===== src/rtl/cpu_pkg.sv =====
// Shared CPU pipeline types and widths: MEM-stage state encoding and datapath sizes.
package cpu_pkg;
  localparam int DATA_W = 32;
  localparam int REG_W  = 5;
  localparam int PC_W   = 22;

  typedef enum logic [1:0] {
    IDLE   = 2'd0,
    BUSY   = 2'd1,
    HALTED = 2'd2
  } mem_state_t;
endpackage


===== src/rtl/wb_data_sel.sv =====
// Writeback data mux: priority is return PC, then load data, then mov data, then ALU result.
module wb_data_sel
  import cpu_pkg::*;
(
  input  logic              i_pc_sel,
  input  logic              i_mem_sel,
  input  logic              i_mov_sel,
  input  logic [PC_W-1:0]   i_pc_data,
  input  logic [DATA_W-1:0] i_rdata,
  input  logic [DATA_W-1:0] i_mov_data,
  input  logic [DATA_W-1:0] i_alu_data,
  output logic [DATA_W-1:0] o_wb_data
);
  always_comb begin
    o_wb_data = i_alu_data;
    if (i_pc_sel)       o_wb_data = {{(DATA_W-PC_W){1'b0}}, i_pc_data};
    else if (i_mem_sel) o_wb_data = i_rdata;
    else if (i_mov_sel) o_wb_data = i_mov_data;
  end
endmodule


===== src/rtl/mem_stage.sv =====
// MEM pipeline stage: issues one data-memory request at a time, stalls upstream until ack,
// and registers the writeback fields. Optional BUSY timeout under MEM_STAGE_TIMEOUT_EN.
module mem_stage
  import cpu_pkg::*;
#(
  parameter int unsigned TIMEOUT_CYCLES = 255
) (
  input  logic              clk,
  input  logic              rst,
  input  logic              MEM_mem_we,
  input  logic              MEM_wb_mem_sel,
  input  logic              MEM_wb_pc_sel,
  input  logic              MEM_wb_we,
  input  logic              MEM_wb_mov_sel,
  input  logic              MEM_hlt,
  input  logic [REG_W-1:0]  MEM_dst_reg,
  input  logic [DATA_W-1:0] MEM_mov_data,
  input  logic [DATA_W-1:0] MEM_alu_data,
  input  logic [DATA_W-1:0] MEM_sw_data,
  input  logic [PC_W-1:0]   MEM_wb_pc_data,
  output logic              dmem_req,
  output logic              dmem_we,
  output logic [DATA_W-1:0] dmem_addr,
  output logic [DATA_W-1:0] dmem_wdata,
  input  logic [DATA_W-1:0] dmem_rdata,
  input  logic              dmem_ack,
  output logic              mem_stall,
  output logic              WB_wb_we,
  output logic [REG_W-1:0]  WB_dst_reg,
  output logic [DATA_W-1:0] WB_wb_data,
  output logic              WB_hlt,
  output logic              timeout_err
);
  mem_state_t        r_state;
  logic              r_dmem_req, r_dmem_we;
  logic [DATA_W-1:0] r_dmem_addr, r_dmem_wdata;
  logic              r_wb_we, r_wb_hlt;
  logic [REG_W-1:0]  r_wb_dst;
  logic [DATA_W-1:0] r_wb_data;
  logic              w_mem_op;
  logic [DATA_W-1:0] w_wb_data;

  assign w_mem_op = MEM_mem_we | MEM_wb_mem_sel;

  wb_data_sel u_wb_data_sel (
    .i_pc_sel   (MEM_wb_pc_sel),
    .i_mem_sel  (MEM_wb_mem_sel),
    .i_mov_sel  (MEM_wb_mov_sel),
    .i_pc_data  (MEM_wb_pc_data),
    .i_rdata    (dmem_rdata),
    .i_mov_data (MEM_mov_data),
    .i_alu_data (MEM_alu_data),
    .o_wb_data  (w_wb_data)
  );

`ifdef MEM_STAGE_TIMEOUT_EN
  logic [31:0] r_tmo_cnt;
  logic        r_timeout_err;
  assign timeout_err = r_timeout_err;
`else
  logic w_unused_tmo;
  assign w_unused_tmo = (TIMEOUT_CYCLES == 0);
  assign timeout_err  = 1'b0;
`endif

  always_ff @(posedge clk) begin
    if (rst) begin
      r_state      <= IDLE;
      r_dmem_req   <= 1'b0;
      r_dmem_we    <= 1'b0;
      r_dmem_addr  <= '0;
      r_dmem_wdata <= '0;
      r_wb_we      <= 1'b0;
      r_wb_hlt     <= 1'b0;
      r_wb_dst     <= '0;
      r_wb_data    <= '0;
`ifdef MEM_STAGE_TIMEOUT_EN
      r_tmo_cnt     <= '0;
      r_timeout_err <= 1'b0;
`endif
    end else begin
      case (r_state)
        IDLE: begin
          if (w_mem_op) begin
            r_state      <= BUSY;
            r_dmem_req   <= 1'b1;
            r_dmem_we    <= MEM_mem_we;
            r_dmem_addr  <= MEM_alu_data;
            r_dmem_wdata <= MEM_sw_data;
            r_wb_we      <= 1'b0;
`ifdef MEM_STAGE_TIMEOUT_EN
            r_tmo_cnt    <= '0;
`endif
          end else if (MEM_hlt) begin
            r_state  <= HALTED;
            r_wb_hlt <= 1'b1;
            r_wb_we  <= 1'b0;
          end else begin
            r_wb_we   <= MEM_wb_we;
            r_wb_dst  <= MEM_dst_reg;
            r_wb_data <= w_wb_data;
            r_wb_hlt  <= MEM_hlt;
          end
        end
        BUSY: begin
          // EX/MEM is held while stalled, so MEM_* still describe this instruction at ack
          if (dmem_ack) begin
            r_state    <= IDLE;
            r_dmem_req <= 1'b0;
            r_wb_we    <= MEM_wb_we;
            r_wb_dst   <= MEM_dst_reg;
            r_wb_data  <= w_wb_data;
            r_wb_hlt   <= MEM_hlt;
`ifdef MEM_STAGE_TIMEOUT_EN
          end else if (r_tmo_cnt == 32'(TIMEOUT_CYCLES - 1)) begin
            r_state       <= IDLE;
            r_dmem_req    <= 1'b0;
            r_wb_we       <= 1'b0;
            r_timeout_err <= 1'b1;
          end else begin
            r_tmo_cnt <= r_tmo_cnt + 32'd1;
`endif
          end
        end
        HALTED: ;
        default: r_state <= IDLE;
      endcase
    end
  end

  assign mem_stall  = ((r_state == IDLE) & w_mem_op) | ((r_state == BUSY) & ~dmem_ack) |
                      (r_state == HALTED);
  assign dmem_req   = r_dmem_req;
  assign dmem_we    = r_dmem_we;
  assign dmem_addr  = r_dmem_addr;
  assign dmem_wdata = r_dmem_wdata;
  assign WB_wb_we   = r_wb_we;
  assign WB_dst_reg = r_wb_dst;
  assign WB_wb_data = r_wb_data;
  assign WB_hlt     = r_wb_hlt;
endmodule

===== config.mk =====
export PLATFORM = sky130hd
export DESIGN_NAME = mem_stage
export DESIGN_NICKNAME = d
export VERILOG_FILES = /design/src/rtl/cpu_pkg.sv /design/src/rtl/wb_data_sel.sv /design/src/rtl/mem_stage.sv
export SDC_FILE = /design/constraint.sdc
export NUM_CORES = 1
export LEC_CHECK = 0
export CAP_MARGIN = 15
export CORE_MARGIN = 2
export CORE_UTILIZATION = 35
export CTS_CLUSTER_DIAMETER = 50
export DETAILED_ROUTE_END_ITERATION = 8
export PLACE_DENSITY = 0.77
export SLEW_MARGIN = 20
export SYNTH_ARGS = -nofsm -noshare
export SYNTH_HDL_FRONTEND = slang
export SYNTH_SLANG_ARGS = --single-unit

===== constraint.sdc =====
create_clock -name clk -period 1.47 [get_ports clk]
set_input_delay 0.147 -clock clk [delete_from_list [all_inputs] [get_ports clk]]
set_output_delay 0.147 -clock clk [all_outputs]
set_load 0.01 [all_outputs]

==> flow_metrics.tcl, run 1 <==
set metrics [dict create \
    synthArstFlopShare_pct 0 \
    min_path_type "input pin to flip-flop" \
    worst_setup_path_end_kind "flip-flop" \
    synth_area_leaders "dfxtp_1 44%, mux2i_1 7.8%, a21oi_1 7.0%" \
    fin_crit_ns 1.54 \
    vias 5225 \
    synth_top_cell_by_area "dfxtp_1" \
    power_mw 7.65 \
    die_w_um 122 \
    reg2reg_depth 5 \
    drt_pre_antenna_iters 4 \
    crit_type "flip-flop to flip-flop" \
    power_frac_comb_pct 26.4 \
    utilization_pct 59.7 \
    rsz0062_at_grt "yes" \
    seqPwrFrac_pct 42.1 \
    syn_to_final_growth_pct 68.2 \
    syn-num-nets 736 \
    max_slew_margin_pct 52.6 \
    place_hpwl_mm 12.2 \
    fin_tns_setup_ns -1.90 \
    setup_slack_ns -0.0704 \
    h-tree-depth 3 \
    syn-instance-count 572 \
    p_sw_mw 2.03 \
    cts_inserted_buffers 9 \
    drc_errors 0 \
    cts_tree "built" \
    p_int_mw 5.62 \
    synth_flop_cell "dfxtp_1" \
    drt-total-wl_mm 17.2 \
    grt_usage_pct 22.1 \
    setup_viol 37 \
    yosys.area.top_type_share_pct 43.8 \
    core_area_um2 13800 \
    synth-edff-count 0 \
    ys_seq_area_share_pct 43.8 \
    routed_via_density 5.18 \
    critPathMaxFanout 16 \
    ios 271 \
    mostFrequentLayoutCells "262 x clkdlybuf4s50_1, 106 x dfxtp_1, 68 x a21oi_1" \
    synth.distinct_cells 31 \
    max_freq_mhz 649 \
    final_common_cell "clkdlybuf4s50_1" \
    initial_core_util_pct 35.5 \
    crit_required_ns 1.75 \
    grt_max_degree 65 \
    drt-initial-drc-count 372 \
    status "finished with violations" \
    grt_pass1_vias 4984 \
    clkSinkCount 107 \
    syn_avg_cell_area_um2 8.55 \
    fin_skew_ns 0.00559 \
    power.density_nw_per_um2 930 \
    drv_slew 0 \
    irDropWorstVdd_uv 477 \
    synth_warnings 0 \
    antenna_found_initial 1 \
    chipHeight_um 122 \
    gp_congestion 0.776 \
    synth_seq_cells 107 \
    clk_pin_slew_ns 0.07 \
    mappedNetlistArea_um2 4890 \
    violations "setup timing" \
    slowest_stage "or4_4" \
    layout-drive-gt1-share_pct 8.10 \
    fin_nets 988 \
    min_path_cells 3 \
    wl_per_cell_um 17.0 \
    grt_overflow 0 \
    io_buffers 269 \
    core.rowCount 43 \
    hold_viol_final 0 \
    insertion_delay_ns 0.35 \
    clkPwrFrac_pct 31.5 \
    cp.arrival_ns 1.82 \
    leakagePower_nw 3.13 \
    tightest_slew_ns 0.711 \
    cts_hold_buf 0 \
    holdWs_ns 0.279 \
    cts.root.buffer_cell "clkbuf_16" \
    die_area_um2 14900 \
    period_share_pct 105 \
    drv_cap 0 \
    ant_nets 0 \
    grt_pass1_wl_mm 25.5 \
    swShare_pct 26.5 \
    worstSetupStartpointType "flip-flop" \
    crit_chain "or4_4 > buf_6 > a21oi_4 > buf_12 > mux2i_1" \
    max-clock-path-buffers 2 \
    max_stage_delay_ns 0.47 \
]
-- cell usage after synthesis (2+ instances only) --
cell type and n:
nor2b_1 3, a21oi_1 68, nor2_1 5, mux2_2 10
mux2i_1 38, nor3_1 2, buf_6 4, dfxtp_1 107
a2bb2oi_1 22, o211ai_1 10, nand2_1 47, buf_1 5
o21ai_0 67, or2_2 2, clkbuf_1 44, o2bb2ai_1 2
inv_1 26, nand3_1 64, buf_2 3, nand2b_1 11
a32o_1 22
-- power by group through the flow --
stage / clock [mW] / combinational (mW) / sequential (mW)
2_1_floorplan: 0 / 0.729 / 3.39
3_3_place_gp: 0 / 2.02 / 3.28
3_5_place_dp: 0 / 2.03 / 3.29
4_1_cts: 2.48 / 2.04 / 3.22
5_1_grt: 2.59 / 2.17 / 3.24
6_report: 2.41 / 2.02 / 3.22
-- logic make-up (layout without fill, tap and decap cells) --
kind of cell           Yosys count  in the layout  synth area share [%]
other                            1              2                0.0767
flip-flops                     107            107                  43.8
buffers and inverters           84            339                  7.45
multiplexers                    48             48                  10.1
AO/OA/AOI/OAI                  196            196                  25.4
AND/OR/NAND/NOR                136            136                  13.2
-- worst max-delay path, delay by kind of cell (launching register included) --
family,cells,cell delay [ns]
AO/OA/AOI/OAI,1,0.13
buffers and inverters,2,0.33
flip-flops,1,0.34
multiplexers,1,0.20
AND/OR/NAND/NOR,1,0.47
-- final cells by class --
| class | count | area (µm²) |
|---|---|---|
| Fill cell | 1229 | 5550 |
| Timing Repair Buffer | 299 | 3060 |
| Multi-Input combinational cell | 381 | 2410 |
| Sequential cell | 107 | 2140 |
| Clock buffer | 11 | 243 |
| Tap cell | 180 | 225 |
| Inverter | 26 | 97.6 |
| Clock inverter | 3 | 40.0 |
| Antenna cell | 1 | 2.50 |
-- metrics by stage --
step | instance area, µm² | worst slack, ns | cells
final | 8220 | -0.0704 | 1008
after detailed placement | 7930 | -0.473 | 993
after global routing | 8220 | -0.150 | 1008
after floorplan | 4900 | -0.0275 | 572
after CTS | 8220 | -0.0738 | 1007
after global placement | 7930 | -0.445 | 993
-- worst paths after layout --
kind                          startpoint                           to  slack [ns]
min                                  rst   dmem_addr[21]$_SDFFE_PP0P_        0.28
max              r_state[0]$_SDFFE_PP0P_  WB_wb_data[25]$_SDFFE_PP0P_       -0.07
max reg2reg      r_state[0]$_SDFFE_PP0P_  WB_wb_data[25]$_SDFFE_PP0P_       -0.07
min reg2reg  WB_wb_data[28]$_SDFFE_PP0P_  WB_wb_data[28]$_SDFFE_PP0P_        0.46
-- per-layer routing --
layer  track usage (%)  vias up  routed length, µm
li1                  -     2553                  -
met1              25.4     2439               6920
met2              37.6      210               8130
met3              7.91       23               1770
met4              8.62        0                348
met5                 0        -                  0
-- timing repair --
action,CTS,global route
gates resized for setup,7,4
buffers inserted,0,0
endpoints found under the setup margin,39,43
endpoints found under the hold margin,0,0
No activity file was read; power rests on OpenSTA's default activity.
==> inputs of run 2 (changes only) <==
--- a/config.mk
+++ b/config.mk
@@ -11,6 +11,8 @@
 export CTS_CLUSTER_DIAMETER = 50
 export DETAILED_ROUTE_END_ITERATION = 8
 export PLACE_DENSITY = 0.77
+export REMOVE_ABC_BUFFERS = 1
+export SKIP_CTS_REPAIR_TIMING = 1
 export SLEW_MARGIN = 20
 export SYNTH_ARGS = -nofsm -noshare
 export SYNTH_HDL_FRONTEND = slang
==> run 2 against run 1 <==
Compared with the run above:
- the run still ends with setup timing left
- first-iteration DRC count fell by 28%
- global-route usage rose by 0.65 points
- critical path depth fell by 1
- clock power fell by 4%
- final area barely moved
- flip-flop and latch count did not move
- power fell by 1.2%
- via count rose by 0.50%
- utilization fell by 0.055 points
- worst setup slack got worse by 0.042 ns
==> flow_metrics.tcl, run 2 (synthesis gave the netlist of run 1 again) <==
set metrics [dict create \
    setup_viol 38 \
    multi_input_area_um2 2420 \
    worstReg2RegStart "r_state[0]$_SDFFE_PP0P_" \
    die_w_um 122 \
    worst_setup_path_end_kind "flip-flop" \
    gr-usage-met3_pct 7.26 \
    irDropWorstVdd_uv 722 \
    violations "setup timing" \
    min_path_type "input pin to flip-flop" \
    status "finished with violations" \
    final_common_cell "clkdlybuf4s50_1" \
    layout-drive-gt1-share_pct 8.80 \
    cts_tree "built" \
    leakagePower_nw 3.16 \
    cts_inserted_buffers 9 \
    fin_skew_ns 0.00479 \
    regArea_um2 2140 \
    busiest_layer "met2" \
    tightest_slew_ns 0.519 \
    fin_crit_ns 1.58 \
    period_share_pct 108 \
    initial_core_util_pct 35.5 \
    grt_pass1_vias 5112 \
    rsz0062_at_grt "yes" \
    max_slew_margin_pct 65.4 \
    fin_tns_setup_ns -3.05 \
    crit_type "flip-flop to flip-flop" \
    max-clock-path-buffers 2 \
    gp_congestion 0.773 \
    cts.root.buffer_cell "clkbuf_16" \
    drt-initial-drc-count 267 \
    grt_overflow 0 \
    chipHeight_um 122 \
    worstSetupStartpointType "flip-flop" \
    power.density_nw_per_um2 920 \
    clkSinkCount 107 \
    fin_nets 989 \
    clk_pin_slew_ns 0.07 \
    antenna_found_initial 0 \
    setup_slack_ns -0.112 \
    crit_path_end "WB_wb_data[21]$_SDFFE_PP0P_" \
    mostFrequentLayoutCells "263 x clkdlybuf4s50_1, 105 x dfxtp_1, 68 x a21oi_1" \
    drt-total-wl_mm 17.6 \
    holdWs_ns 0.227 \
    hp-start "MEM_mem_we" \
    cp.arrival_ns 1.87 \
    crit_required_ns 1.76 \
    wl_per_cell_um 17.4 \
    critPathMaxFanout 22 \
    syn_to_final_growth_pct 68.0 \
    h-tree-depth 3 \
    drc_errors 0 \
    grt_pass1_wl_mm 26.4 \
    r2r_end "WB_wb_data[21]$_SDFFE_PP0P_" \
    grt_max_degree 65 \
    core_area_um2 13800 \
    place_hpwl_mm 12.6 \
    hold_viol_final 0 \
    vias 5251 \
    drt_pre_antenna_iters 5 \
    utilization_pct 59.6 \
    n_antenna_cell 0 \
    routed_via_density 5.20 \
    max_freq_mhz 632 \
    ant_nets 0 \
    grt_usage_pct 22.8 \
    grt_use_met2_pct 39.9 \
    use_met1_pct 25.7 \
    core.rowCount 43 \
    reg2reg_depth 4 \
    ios 271 \
    insertion_delay_ns 0.35 \
    crit_start "r_state[0]$_SDFFE_PP0P_" \
    drv_slew 0 \
    r2r_slack_ns -0.11 \
    io_buffers 269 \
    drv_cap 0 \
    nFillCells 1221 \
    die_area_um2 14900 \
]
## run 2: per-stage QoR
step	instance area [µm²]	cells	setup WS, ns	total power, mW
after global routing	8220	1010	-0.139	7.92
after global placement	7870	993	-0.527	5.26
after detailed placement	7870	993	-0.537	5.29
after floorplan	4620	514	-1.41	3.99
final	8220	1010	-0.112	7.56
after CTS	8150	1009	-0.399	7.62
## run 2: report_power, final
part / total (mW) / internal, mW / switching (mW)
Combinational: 2.02 / 1.15 / 0.867
Sequential: 3.22 / 3.12 / 0.103
Clock: 2.32 / 1.23 / 1.09
Total: 7.56 / 5.50 / 2.06
## run 2: worst min path at each step
stage | end | cells past startpoint
after CTS | dmem_addr[4]$_SDFFE_PP0P_ | 3
after detailed placement | WB_wb_data[26]$_SDFFE_PP0P_ | 2
after floorplan | dmem_addr[0]$_SDFFE_PP0P_ | 1
after global placement | WB_wb_data[31]$_SDFFE_PP0P_ | 2
after global routing | dmem_we$_SDFFE_PP0P_ | 4
final | dmem_we$_SDFFE_PP0P_ | 4
## run 2: layout make-up
class	count	share of cell area (%)
Clock buffer	11	3.08
Clock inverter	5	0.335
Inverter	26	1.19
Multi-Input combinational cell	381	29.5
Sequential cell	107	26.1
Tap cell	180	2.74
Timing Repair Buffer	300	37.1
## run 2: critical path: stages (launching register included)
cell      delay, ns
dfxtp_2        0.32
or4_4          0.53
a211oi_4       0.29
buf_12         0.20
a32o_1         0.17
## run 2: routing by layer
metal | vias to the layer above | routed length (µm)
li1 | 2548 | -
met1 | 2455 | 6920
met4 | 0 | 437
met3 | 31 | 1700
met5 | - | 0
met2 | 217 | 8560
==> inputs of run 3 (changes only) <==
--- a/config.mk
+++ b/config.mk
@@ -12,6 +12,7 @@
 export DETAILED_ROUTE_END_ITERATION = 8
 export PLACE_DENSITY = 0.77
 export REMOVE_ABC_BUFFERS = 1
+export SETUP_SLACK_MARGIN = 0.4
 export SKIP_CTS_REPAIR_TIMING = 1
 export SLEW_MARGIN = 20
 export SYNTH_ARGS = -nofsm -noshare
==> run 3 against run 2 <==
Compared with the run above:
- the flow still finishes with violations (setup timing)
- fmax shrank 0.19%
- flip-flop and latch count is the same
- sequential share of layout area shrank 0.86 points
- power is essentially flat
- worst setup slack lost 0.0030 ns
- count of clock-buffer cells in the layout is the same
- final area grew 3.4%
- utilization grew 2.0 points
- critical path depth is the same
- non-clock buffer count grew 2
- sequential power is essentially flat
- critical path type unchanged
- critical endpoint unchanged
- highest routed layer unchanged
==> flow_metrics.tcl, run 3 (synthesis gave the netlist of run 1 again) <==
set metrics [dict create \
    rsz0062_at_grt "yes" \
    ios 271 \
    grt_usage_pct 22.8 \
    grt_max_degree 65 \
    clk_pin_slew_ns 0.07 \
    max-clock-path-buffers 2 \
    h-tree-depth 3 \
    clkSinkCount 107 \
    place_hpwl_mm 12.6 \
    worst_setup_path_end_kind "flip-flop" \
    cp.arrival_ns 1.88 \
    antenna_found_initial 0 \
    violations "setup timing" \
    power.density_nw_per_um2 890 \
    mostFrequentLayoutCells "162 x clkdlybuf4s50_1, 105 x dfxtp_1, 101 x dlymetal6s2s_1" \
    chipHeight_um 122 \
    fin_nets 991 \
    io_buffers 269 \
    core_area_um2 13800 \
    cts_inserted_buffers 9 \
    setup_slack_ns -0.115 \
    dpl_worst_slack_ns -0.537 \
    final_common_cell "clkdlybuf4s50_1" \
    ant_nets 0 \
    core.rowCount 43 \
    layout-drive-gt1-share_pct 9.38 \
    drt-initial-drc-count 275 \
    fin_area_um2 8490 \
    n_antenna_cell 0 \
    drv_cap 0 \
    drv_slew 0 \
    irDropWorstVdd_uv 602 \
    placedInstanceArea_um2 7870 \
    crit_type "flip-flop to flip-flop" \
    r2r_slack_ns -0.12 \
    initial_core_util_pct 35.5 \
    die_w_um 122 \
    leakagePower_nw 4.79 \
    cts_tree "built" \
    min_path_type "input pin to flip-flop" \
    period_share_pct 108 \
    status "finished with violations" \
    routed_via_density 5.26 \
    fin_crit_ns 1.59 \
    tightest_slew_ns 0.527 \
    drt-total-wl_mm 18.4 \
    crit_required_ns 1.76 \
    slowest_stage "or4_4" \
    grt_overflow 0 \
    hold_viol_final 0 \
    gp_congestion 0.773 \
    drc_errors 0 \
    fin_skew_ns 0.00629 \
    grt_pass1_vias 5112 \
    wl_per_cell_um 18.2 \
    max_stage_delay_ns 0.54 \
    critPathMaxFanout 22 \
    fin_tns_setup_ns -3.32 \
    drt_pre_antenna_iters 4 \
    grt_pass1_wl_mm 26.4 \
    cts.root.buffer_cell "clkbuf_16" \
    syn_to_final_growth_pct 73.7 \
    die_area_um2 14900 \
    dp.cells 993 \
    final_cells 1012 \
    setup_viol 39 \
    insertion_delay_ns 0.35 \
    worstSetupStartpointType "flip-flop" \
    max_slew_margin_pct 64.9 \
    vias 5328 \
    crit_chain "or4_4 > a211oi_4 > buf_12 > a32o_1" \
    max_freq_mhz 631 \
]
run 3: changes by cell type in the layout (fill, tap and decap cells not counted), moves of 2 or more:
cell             change
o21ai_1              -6
o21ai_0              +5
dlymetal6s2s_1      +98
buf_12               +2
clkbuf_2             +4
clkdlybuf4s50_1    -101
run 3: routing by layer:
metal / part of all wire (%) / track usage, %
met1: 40 / 25.7
met2: 49 / 39.9
met3: 9.0 / 7.26
met4: 2.5 / 8.76
met5: 0 / 0
run 3: power breakdown:
part           switching, mW  leakage (nW)  internal, mW
Combinational          0.895          3.77          1.12
Clock                   1.10         0.141          1.23
Sequential            0.0964         0.880          3.12
Total                   2.09          4.79          5.47
run 3: path summary, 6_finish.rpt:
check / startpoint / to / cells after the start
max: r_state[0]$_SDFFE_PP0P_ / WB_wb_data[21]$_SDFFE_PP0P_ / 4
min: rst / dmem_addr[4]$_SDFFE_PP0P_ / 3
max reg2reg: r_state[0]$_SDFFE_PP0P_ / WB_wb_data[21]$_SDFFE_PP0P_ / 4
min reg2reg: WB_dst_reg[4]$_SDFFE_PP0P_ / WB_dst_reg[4]$_SDFFE_PP0P_ / 2
run 3: critical path: cells and delay by family, from the launching register on:
| family | cells | cell delay (ns) |
|---|---|---|
| compound gates | 2 | 0.46 |
| flops | 1 | 0.32 |
| buf+inv | 1 | 0.20 |
| simple gates | 1 | 0.54 |
run 3: cell type report:
type | instances | area (µm²)
fillers | 1174 | 5280
repair buffers | 302 | 3330
multi-input cells | 381 | 2420
flip-flops and latches | 107 | 2140
clock buffers | 11 | 253
well taps | 180 | 225
inverters | 26 | 97.6
clock inverters | 5 | 27.5
run 3: metrics by stage:
stage	power (mW)	utilization (%)	hold slack (ns)
3_5_place_dp	5.29	57.1	0.446
5_1_grt	7.92	61.7	0.310
4_1_cts	7.62	59.2	0.293
2_1_floorplan	3.99	-	0.216
3_3_place_gp	5.26	57.1	0.442
6_report	7.56	61.7	0.306
